File: src/rtl/uart_pkg.sv
// Shared definitions for the FIFO-fed UART transmitter: state encoding and default sizing.
package uart_pkg;

  localparam int CLKS_PER_BIT_DEF = 4;
  localparam int DATA_W_DEF       = 8;

  typedef enum logic [2:0] {
    ST_IDLE  = 3'd0,
    ST_FETCH = 3'd1,
    ST_START = 3'd2,
    ST_DATA  = 3'd3,
    ST_STOP  = 3'd4
  } tx_state_e;

  // States whose duration is measured in bit periods.
  function automatic logic is_timed(input tx_state_e s);
    return (s == ST_START) || (s == ST_DATA) || (s == ST_STOP);
  endfunction

endpackage

File: src/rtl/uart_baud_tick.sv
// Bit-period counter: counts 0..CLKS_PER_BIT-1 while enabled, flags the last and next-to-last cycle.
module uart_baud_tick #(
  parameter int CLKS_PER_BIT = uart_pkg::CLKS_PER_BIT_DEF
) (
  input  logic clk,
  input  logic rst,
  input  logic en,
  input  logic clr,
  output logic tick,
  output logic pre_tick
);

  localparam int CNT_W = (CLKS_PER_BIT > 1) ? $clog2(CLKS_PER_BIT) : 1;
  localparam logic [CNT_W-1:0] CNT_LAST = CNT_W'(CLKS_PER_BIT - 1);
  localparam logic [CNT_W-1:0] CNT_PRE  = CNT_W'(CLKS_PER_BIT - 2);

  logic [CNT_W-1:0] cnt;

  always_ff @(posedge clk or posedge rst) begin
    if (rst) begin
      cnt <= '0;
    end else if (clr) begin
      cnt <= '0;
    end else if (en) begin
      cnt <= tick ? '0 : cnt + 1'b1;
    end
  end

  assign tick     = en && (cnt == CNT_LAST);
  // One cycle of warning lets the parent register outputs that land on the final cycle.
  assign pre_tick = en && (cnt == CNT_PRE);

endmodule

File: src/rtl/fifo_uart_tx.sv
// 8N1 UART transmitter that pops bytes from an upstream FIFO; all outputs are flops.
import uart_pkg::*;

module fifo_uart_tx #(
  parameter int CLKS_PER_BIT = CLKS_PER_BIT_DEF,
  parameter int DATA_W       = DATA_W_DEF
) (
  input  logic              clk,
  input  logic              rst,
  input  logic [DATA_W-1:0] fifo_dout,
  input  logic              fifo_empty,
  output logic              fifo_rd,
  output logic              tx,
  output logic              busy,
  output logic              frame_done
);

  localparam int BIT_W = $clog2(DATA_W);
  localparam logic [BIT_W-1:0] BIT_LAST = BIT_W'(DATA_W - 1);

  tx_state_e         state, state_nxt;
  logic [BIT_W-1:0]  bit_cnt, bit_nxt;
  logic [DATA_W-1:0] shift, shift_nxt;
  logic              tx_nxt, rd_nxt, done_nxt;
  logic              timed, tick, pre_tick;

  assign timed = is_timed(state);
  assign busy  = (state != ST_IDLE);

  uart_baud_tick #(
    .CLKS_PER_BIT(CLKS_PER_BIT)
  ) u_baud (
    .clk      (clk),
    .rst      (rst),
    .en       (timed),
    .clr      (!timed),
    .tick     (tick),
    .pre_tick (pre_tick)
  );

  always_ff @(posedge clk or posedge rst) begin
    if (rst) begin
      state      <= ST_IDLE;
      bit_cnt    <= '0;
      shift      <= '0;
      tx         <= 1'b1;
      fifo_rd    <= 1'b0;
      frame_done <= 1'b0;
    end else begin
      state      <= state_nxt;
      bit_cnt    <= bit_nxt;
      shift      <= shift_nxt;
      tx         <= tx_nxt;
      fifo_rd    <= rd_nxt;
      frame_done <= done_nxt;
    end
  end

  always_comb begin
    state_nxt = state;
    bit_nxt   = bit_cnt;
    shift_nxt = shift;
    unique case (state)
      ST_IDLE:  if (fifo_rd) state_nxt = ST_FETCH;
      ST_FETCH: begin
        shift_nxt = fifo_dout;
        state_nxt = ST_START;
      end
      ST_START: if (tick) begin
        state_nxt = ST_DATA;
        bit_nxt   = '0;
      end
      ST_DATA: if (tick) begin
        shift_nxt = shift >> 1;
        if (bit_cnt == BIT_LAST) begin
          state_nxt = ST_STOP;
          bit_nxt   = '0;
        end else begin
          bit_nxt = bit_cnt + 1'b1;
        end
      end
      ST_STOP:  if (tick) state_nxt = fifo_rd ? ST_FETCH : ST_IDLE;
      default:  state_nxt = ST_IDLE;
    endcase
  end

  // Output flops are loaded with the value belonging to the next cycle.
  // The pop is requested one cycle ahead: fifo_empty can only rise through our own pop,
  // so a non-empty flag seen now is still non-empty when the strobe appears.
  always_comb begin
    rd_nxt   = !fifo_empty && !fifo_rd &&
               ((state == ST_IDLE) || ((state == ST_STOP) && (pre_tick || tick)));
    done_nxt = (state == ST_STOP) && pre_tick;
    unique case (state_nxt)
      ST_START: tx_nxt = 1'b0;
      ST_DATA:  tx_nxt = shift_nxt[0];
      default:  tx_nxt = 1'b1;
    endcase
  end

endmodule

File: config.mk
export PLATFORM = sky130hd
export DESIGN_NAME = fifo_uart_tx
export DESIGN_NICKNAME = d
export VERILOG_FILES = /design/src/rtl/uart_pkg.sv /design/src/rtl/uart_baud_tick.sv /design/src/rtl/fifo_uart_tx.sv
export SDC_FILE = /design/constraint.sdc
export NUM_CORES = 1
export LEC_CHECK = 0
export ABC_AREA = 0
export ABC_CLOCK_PERIOD_IN_PS = 2300
export BUFFER_PORTS_ARGS = -buffer_cell sky130_fd_sc_hd__buf_2
export CORE_MARGIN = 2
export CORE_UTILIZATION = 26
export DETAILED_ROUTE_END_ITERATION = 8
export GPL_ROUTABILITY_DRIVEN = 0
export MAX_ROUTING_LAYER = met4
export PLACE_DENSITY = 0.53
export SKIP_LAST_GASP = 1
export SLEW_MARGIN = 25
export SYNTH_ARGS = -nofsm -noshare
export SYNTH_HDL_FRONTEND = slang
export SYNTH_HIERARCHICAL = 1
export SYNTH_SLANG_ARGS = --single-unit
File: constraint.sdc
create_clock -name clk -period 2.3 [get_ports clk]
set_clock_uncertainty 0.15 [all_clocks]
set_input_delay 0.115 -clock clk [delete_from_list [all_inputs] [get_ports clk]]
set_output_delay 0.115 -clock clk [all_outputs]
set_load 0.01 [all_outputs]
### After elaboration in Yosys (flattened, before gate mapping)

Cells that the tools add are included.

* word-level logic and storage cells: 55
* bits in registers: 19
* output and inout port bits: 4

* muxes and demuxes: 16
* reduce and logical (&&, ||, !) cells: 18
* $add $sub $neg: 2
* eq/ne operators: 11

Operators with widths (count)
* $mux 3: 8
* $pmux 8 s2: 1
* $pmux 3 s5: 1
* $eq 3x2->1 const B: 4
* $mux 8: 1
* $eq 3x3->1 const B: 2
* $logic_and 1x1->1: 6
* $pmux 3 s2: 1
* $eq 2x2->1 const B: 2
* $logic_or 1x1->1: 4
* $mux 2: 2
* $ne 2x2->1 const B: 2
* $reduce_bool 2->1: 2
* $add 3x1->3 const B: 1
* $eq 3x1->1 const B: 1
* $logic_not 3->1: 1
* $reduce_and 3->1: 1
* $reduce_bool 3->1: 1
* $add 2x1->2 const B: 1
* $logic_not 1->1: 2
* $pmux 1 s2: 1
* $reduce_and 2->1: 1
* $mux 1: 1

### Longest topological paths before layout

Gate-level depths: netlist of the first run.

* depth after elaboration: 8
* mapped depth: 9
* depth with buffers taken out: 7

### By module

Netlist of the first run, hierarchy kept.

By module, submodules not included
* fifo_uart_tx: cells an instance 77, seq. area each 426.7 sq um, times used 1, area an instance 853.3 sq um
* uart_baud_tick: cells an instance 12, seq. area each 50.0 sq um, times used 1, area an instance 126.4 sq um

### Worst setup path after synthesis of the first run

No wires, ideal clock.

* kind: reg-to-reg
* from: reg state[1]
* to: reg shift[7]
* period minus slack after synthesis: 2.110 ns
* stages on the path, launching flop included: 9
* setup time: 0.121 ns
* data arrival time: 1.839 ns
* setup slack: 0.190 ns
* buffers on the path: 2
* required time: 2.029 ns
* cells stage by stage: dfrtp_1 buf_6 nor2_1 a21o_1 and2_2 buf_4 nor3b_4 nor2_2 a22o_1

* cells in the longest elaborated chain, start to end: 6
* elaborated cells between the ends (all ways): 11
* classes of those cells: eq/ne (5); mux (1); reduce/logical (5)

Ends and longest elaborated chain
* start, declared: line fifo_uart_tx.sv:21 `tx_state_e state, state_nxt;`
* start signal, assigned: line fifo_uart_tx.sv:50 `state <= state_nxt;`
* $eq 3x2->1: line uart_pkg.sv:17 `return (s == ST_START) || (s == ST_DATA) || (s == ST_STOP);`
* $logic_or 1x1->1: line uart_pkg.sv:17
* $logic_or 1x1->1 (*): line uart_pkg.sv:17
* net timed: line fifo_uart_tx.sv:25 `logic timed, tick, pre_tick;`
* $logic_and 1x1->1 (*): line uart_baud_tick.sv:29 `assign tick = en && (cnt == CNT_LAST);`
* net tick: line fifo_uart_tx.sv:25
* $ne 2x2->1 (no source line) (*)
* $reduce_and 2->1 (no source line) (*)
* end signal, assigned: line fifo_uart_tx.sv:52 `shift <= shift_nxt;`
* end, declared: line fifo_uart_tx.sv:23 `logic [DATA_W-1:0] shift, shift_nxt;`

Mark *: on every way through the listed nets, which the timed path passes. The rest lies on a longest branch.
A chain may end at the register's enable or synchronous reset.

### Worst setup path after layout of the first run

* from: reg state[1]
* to: reg tx

* cells in the longest elaborated chain, start to end: 8
* elaborated cells between the ends (all ways): 19
* classes of those cells: eq/ne (6); mux (9); reduce/logical (4)

Ends and longest elaborated chain
* $eq 3x2->1: line uart_pkg.sv:17
* $logic_or 1x1->1: line uart_pkg.sv:17
* $logic_or 1x1->1 (*): line uart_pkg.sv:17
* net timed: line fifo_uart_tx.sv:25
* $logic_and 1x1->1 (*): line uart_baud_tick.sv:29
* net tick: line fifo_uart_tx.sv:25
* $mux 3, on equally long branches: line fifo_uart_tx.sv:82, fifo_uart_tx.sv:69, fifo_uart_tx.sv:73
* $pmux 3 s5: line fifo_uart_tx.sv:63 `unique case (state)`
* $eq 3x2->1: line fifo_uart_tx.sv:94 `unique case (state_nxt)`
* $pmux 1 s2 (*): line fifo_uart_tx.sv:94
* net tx_nxt: line fifo_uart_tx.sv:24 `logic tx_nxt, rd_nxt, done_nxt;`
* end signal, assigned: line fifo_uart_tx.sv:53 `tx <= tx_nxt;`
* end, declared: line fifo_uart_tx.sv:13 `output logic tx,`

Mark *: on every way through the listed nets, which the timed path passes. The rest lies on a longest branch. The select of a mux whose other input is x is not followed.

==> flow_metrics.tcl, run 1 <==
set metrics [dict create \
    outcome "completed" \
    critPathMaxFanout 9 \
    seqPwrFrac_pct 39.9 \
    io_buffers 14 \
    drv_slew 0 \
    layout_min_cycle_time_ns 2.06 \
    maxSlewHeadroom_pct 55.2 \
    area_delta_synth_final_pct 27.7 \
    min_period_over_period_pct 89.8 \
    die_y_um 65.4 \
    drt_iter0_drc 15 \
    die_x_um 65.4 \
    cp_slowest_cell "dfrtp_1" \
    clkSinkCount 19 \
    htree_levels 1 \
    avgSynthCellArea_um2 11.0 \
    arrival_ns 2.09 \
    place_ws_ns 0.109 \
    drc 0 \
    finalPower_w 0.00128 \
    drive_gt1_share_pct 35.0 \
    cp-start-kind "flop" \
    gr-total-overflow 0 \
    worst_slew_pin_slew_ns 0.671 \
    synthesis.nets 104 \
    critical_path.max_stage_delay_ns 0.49 \
    rrSetupSlack_ns 0.24 \
    grt_max_degree 18 \
    ant_nets 0 \
    nets 133 \
    path_cells "nor2_2, a21o_1, and2_2, buf_4, mux2i_1, o21a_1, a2bb2oi_1, o21ai_0" \
    synth-simple-area-share_pct 17.0 \
    clockRootBuffer "clkbuf_8" \
    ir_drop_mv 0.303 \
    ys_ff_latch 19 \
    pin_count 15 \
    r2r_start "state[1]" \
    antenna_cells 0 \
    clk_pin_slew_ns 0.08 \
    ff2ff_path_depth 8 \
    async_flop_share_pct 100 \
    grt_pass1_wl_um 3420 \
    cp-startpoint "state[1]" \
    yosys_warnings 6 \
    antenna_found_initial 0 \
    swShare_pct 34.5 \
    internal_power_w 0.000841 \
    final_cell_area_um2 1250 \
    rows 22 \
    final-setup-viol-count 0 \
    met2_usage_pct 17.2 \
    first_pass_iters 4 \
    multi_input_area_um2 457 \
    core_area_um2 3630 \
    drt_wl_total_um 1960 \
    synthAdderAreaFrac_pct 5.11 \
    seq_area_frac_synth_pct 48.7 \
    hold_end "shift[6]" \
    cts_buffer_depth 2 \
    pwr-share-clk_pct 18.4 \
    min_from "fifo_dout[6]" \
    grt_pass1_vias 792 \
    clk_latency_ns 0.26 \
    use_met3_pct 2.05 \
    combPwrFrac_pct 41.7 \
    synth_edf_count 0 \
    p_switching_w 0.000444 \
    maxCapViolCount 0 \
    synth_cells 89 \
    worst_slack_ns 0.235 \
    track_usage_pct 10.9 \
    critPathKind "reg2reg" \
    synth_top_area_cell "dfrtp_1" \
    synth_cell_types 32 \
    wire_per_inst_um 11.9 \
    fin_setup_tns_ns 0 \
    cts-buffers-inserted 3 \
    synth_ff_type "dfrtp_1" \
    r2r_end "tx" \
    nFillCells 383 \
    worstPathRequired_ns 2.32 \
    hold_depth 3 \
    via_per_inst 4.48 \
    grtUsageMet1_pct 13.0 \
    post-dp-hpwl_um 1410 \
    netlist.area_leader.share_pct 46.0 \
    clock.fmax_mhz 484 \
    netlist_area_um2 980 \
    hp-class "in2reg" \
    rsz0062_at_grt "false" \
    initial_core_util_pct 27.0 \
    endpoint_kind "flop" \
    register_area_um2 477 \
    synth_area_leaders "dfrtp_1 46%, a22o_2 6.1%, a21o_1 5.4%" \
    hold_viol_final 0 \
    synthMuxAreaShare_pct 3.07 \
    synth_top_family_by_area "compound AO/OA/AOI/OAI gates" \
    yosys.area_share.xor_xnor_pct 0 \
    dpl_cell_area_um2 1120 \
    synth_compound_area_share_pct 21.2 \
    die_area_um2 4280 \
    power_density_nw_per_um2 1030 \
    cts_tree "done" \
    num_vias 740 \
    grt.busiest_layer "met2" \
    leakage_nw 0.667 \
]
[power by group through the flow]
stage | Sequential [W] | Clock, W | Combinational (W)
after floorplan | 0.000506 | 0 | 0.000387
after global placement | 0.000512 | 0 | 0.000515
after detailed placement | 0.000516 | 0 | 0.000530
after CTS | 0.000510 | 0.000247 | 0.000543
after global routing | 0.000524 | 0.000261 | 0.000608
final | 0.000512 | 0.000236 | 0.000536
[routing by layer]
metal | up-vias | wire, um
li1 | 370 | -
met1 | 353 | 966
met2 | 12 | 892
met3 | 5 | 51
met4 | 0 | 49
met5 | - | 0
[per-stage QoR]
| stage | cells | hold WS, ns | util [%] |
|---|---|---|---|
| after floorplan | 89 | -0.294 | - |
| after global placement | 153 | -0.180 | 31.0 |
| after detailed placement | 153 | -0.174 | 31.0 |
| after global routing | 165 | 0.00552 | 34.4 |
| final | 165 | 0.00589 | 34.4 |
| after CTS | 163 | 0.000694 | 33.9 |
[cell type report]
type	instances	share of cell area (%)
timing repair buffer	27	14.8
multi-input combinational	60	36.5
sequential	19	38.1
tap	48	4.80
clock inverter	1	0.400
clock buffer	3	3.30
inverter	7	2.10
[worst max path at each step]
stage	end	slack, ns	cells past startpoint
after floorplan	shift[7]	0.19	8
after global placement	tx	0.24	8
after detailed placement	tx	0.11	8
after CTS	tx	0.09	8
after global routing	tx	0.07	8
final	tx	0.24	8
[cells by family (layout without fill, tap and decap cells)]
group	count (synthesis)	count (layout)
muxes	3	3
adders and majority gates	4	4
DFF	19	19
AOI/OAI and AO/OA	26	26
buffers and inverters	10	38
and+or+nand+nor	27	27
[synth_stat cells, types with 2 or more instances]
cell type and count:
a21o_1 7, a21oi_1 2, a22o_1 3, a22o_2 6, and2_2 2, dfrtp_1 18, ha_1 4, inv_1 7
mux2i_1 3, nand2_1 6, nand3b_1 2, nor2_1 6, nor2_2 2, o21ai_0 2, o31ai_1 2
[placed cells by master (no fill, tap or decap), types with 3 or more instances in the layout]
cell	count
dlygate4sd3_1	7
a22o_2	6
a22o_1	3
nand2_1	6
ha_1	4
mux2i_1	3
clkbuf_8	3
dfrtp_1	18
a21o_1	7
inv_1	7
nor2_2	3
nor2_1	5
buf_4	6
buf_2	14
[flip-flops by register name, summed over array words and instances (netlist names)]
register / flops
tx: 1
frame_done: 1
shift: 8
state: 3
u_baud/cnt: 2
bit_cnt: 3
fifo_rd: 1
[what timing repair did]
item | CTS | global route
setup endpoints to repair | 0 | 1
setup buffers | 0 | 1
gates resized for setup | 0 | 1
hold endpoints to repair | 23 | 1
hold buffers | 6 | 1
[worst max-delay path, delay by kind of cell, from the launching register on]
family / cells / cell delay, ns
mux: 1 / 0.08
compound gates: 4 / 0.71
buf+inv: 1 / 0.15
simple gates: 2 / 0.40
flops: 1 / 0.49
No activity file was read; power rests on OpenSTA's default activity.
==> run 2: changes to the inputs <==
--- a/config.mk
+++ b/config.mk
@@ -5,10 +5,9 @@
 export SDC_FILE = /design/constraint.sdc
 export NUM_CORES = 1
 export LEC_CHECK = 0
-export ABC_AREA = 0
+export ABC_AREA = 1
 export ABC_CLOCK_PERIOD_IN_PS = 2300
 export BUFFER_PORTS_ARGS = -buffer_cell sky130_fd_sc_hd__buf_2
-export CORE_MARGIN = 2
 export CORE_UTILIZATION = 26
 export DETAILED_ROUTE_END_ITERATION = 8
 export GPL_ROUTABILITY_DRIVEN = 0
==> flow_metrics.tcl, run 2 <==
set metrics [dict create \
    endpoint_kind "flop" \
    synth_cells 121 \
    htree_levels 1 \
    area_delta_synth_final_pct 28.5 \
    clock.fmax_mhz 498 \
    drc 0 \
    min_period_over_period_pct 87.3 \
    drt_wl_total_um 1940 \
    synth_ff_type "dfrtp_1" \
    nFillCells 377 \
    ys_ff_latch 19 \
    critPathMaxFanout 10 \
    fin_setup_tns_ns 0 \
    drv_slew 0 \
    nets 166 \
    rows 22 \
    rsz0062_at_grt "false" \
    num_vias 852 \
    track_usage_pct 11.7 \
    arrival_ns 2.00 \
    cp-start-kind "flop" \
    gr-total-overflow 0 \
    maxCapViolCount 0 \
    seq_area_frac_synth_pct 48.0 \
    largest_reg_flops 8 \
    hold_viol_final 0 \
    synth_cell_types 22 \
    ys_top_cells_by_count "48 x nand2_1, 18 x dfrtp_1, 12 x inv_1" \
    synthesis.nets 136 \
    ant_nets 0 \
    core_area_um2 3660 \
    hold_depth 3 \
    biggestRegsByFlops "shift: 8 flops, bit_cnt: 3 flops, state: 3 flops" \
    initial_core_util_pct 27.1 \
    synth_most_common_cell "nand2_1" \
    outcome "completed" \
    io_buffers 14 \
    critPathKind "reg2reg" \
    pin_count 15 \
    wire_per_inst_um 9.79 \
    finalPower_w 0.00124 \
    via_per_inst 4.30 \
    yosys_warnings 6 \
    die_area_um2 4070 \
    grt_pass1_vias 863 \
    fin_cells 198 \
    async_flop_share_pct 100 \
    cts-buffers-inserted 3 \
    synth_top_area_cell "dfrtp_1" \
    final_cell_area_um2 1280 \
    antenna_found_initial 0 \
    rrSetupSlack_ns 0.29 \
    netlist.area_leader.share_pct 45.3 \
    antenna_cells 0 \
    power_density_nw_per_um2 969 \
    die_y_um 63.8 \
    cts_buffer_depth 2 \
    worst_slew_pin_slew_ns 0.653 \
    drt_iter0_drc 49 \
    post-route-util_pct 34.9 \
    netlist_area_um2 993 \
    first_pass_iters 4 \
    ff2ff_path_depth 12 \
    cts_tree "done" \
    regMostFlops "shift" \
    leakage_nw 0.685 \
    hp-class "in2reg" \
    clk_pin_slew_ns 0.07 \
    clkSinkCount 19 \
    maxSlewHeadroom_pct 56.4 \
    clk_latency_ns 0.26 \
    drive_gt1_share_pct 21.3 \
    post-dp-hpwl_um 1430 \
    final-setup-viol-count 0 \
    synth_area_leaders "dfrtp_1 45%, nand2_1 18%, ha_1 5.0%" \
    die_x_um 63.8 \
    layout_min_cycle_time_ns 2.01 \
    final_common_cell "nand2_1" \
    grt_max_degree 18 \
    synth_edf_count 0 \
    final_cell_mix "47 x nand2_1, 18 x dfrtp_1, 14 x buf_2" \
    grt_pass1_wl_um 3620 \
    avgSynthCellArea_um2 8.21 \
    clockRootBuffer "clkbuf_8" \
    ir_drop_mv 0.258 \
    worstPathRequired_ns 2.29 \
    dpl_cell_area_um2 1140 \
    dp_cells 185 \
]
## run 2: area by class of cell
cell class,instances,area [um2],share of cell area [%]
Tap cell,48,60.1,4.71
Inverter,15,56.3,4.41
Multi-Input combinational cell,87,463,36.3
Sequential cell,19,477,37.4
Timing Repair Buffer,25,175,13.7
Clock buffer,4,45.0,3.53
## run 2: through the flow
| step | setup slack (ns) | hold slack [ns] |
|---|---|---|
| global route | 0.0213 | 0.0506 |
| detailed placement | 0.157 | -0.173 |
| finish | 0.293 | 0.0235 |
| floorplan | 0.354 | -0.294 |
| global placement | 0.220 | -0.175 |
| CTS | 0.149 | 0.0259 |
## run 2: critical path, stage by stage (launching register included)
cell and delay [ns]:
dfrtp_1 0.46, inv_2 0.15, nand2_1 0.09, nor2_1 0.13, inv_1 0.10, nand2_2 0.12
nand2_1 0.08, inv_1 0.12, inv_2 0.10, nor2_8 0.19, nor2_4 0.08, nand2_1 0.08
nand3_1 0.06
## run 2: kinds of logic after synthesis
family                     count (synthesis)  share of synthesized area [%]
AOI/OAI and AO/OA                          8                           4.16
adders and majority gates                  4                           5.04
buffers and inverters                     15                           5.67
DFF                                       19                           48.0
and+or+nand+nor                           75                           37.2
## run 2: metal layers
layer,vias up,GRT usage (%),share of wire [%]
met5,-,-,0
met4,0,5.97,1.2
met3,3,1.61,2.9
met2,17,18.6,48
met1,386,14.5,48
li1,446,-,-
## run 2: timing repair
item                       CTS  global route
hold endpoints to repair    26             0
setup endpoints to repair    0            10
hold buffers                 9             0
resized for setup            0             2
setup buffers                0             0
## run 2: path summary, 6_finish.rpt
path                         startpoint             to
setup / recovery               state[0]       shift[4]
hold / removal             fifo_dout[0]       shift[0]
setup reg to reg               state[0]       shift[4]
hold reg to reg                shift[7]       shift[7]
max in group asynchronous           rst       state[0]
min in group asynchronous           rst  u_baud/cnt[1]
## run 2: power by group
part	internal (W)	leakage, nW	switching [W]	total, W
combinational	0.000191	0.420	0.000288	0.000479
clock	0.000123	0.0228	0.000110	0.000233
sequential	0.000452	0.242	0.0000732	0.000525
total	0.000766	0.685	0.000470	0.00124
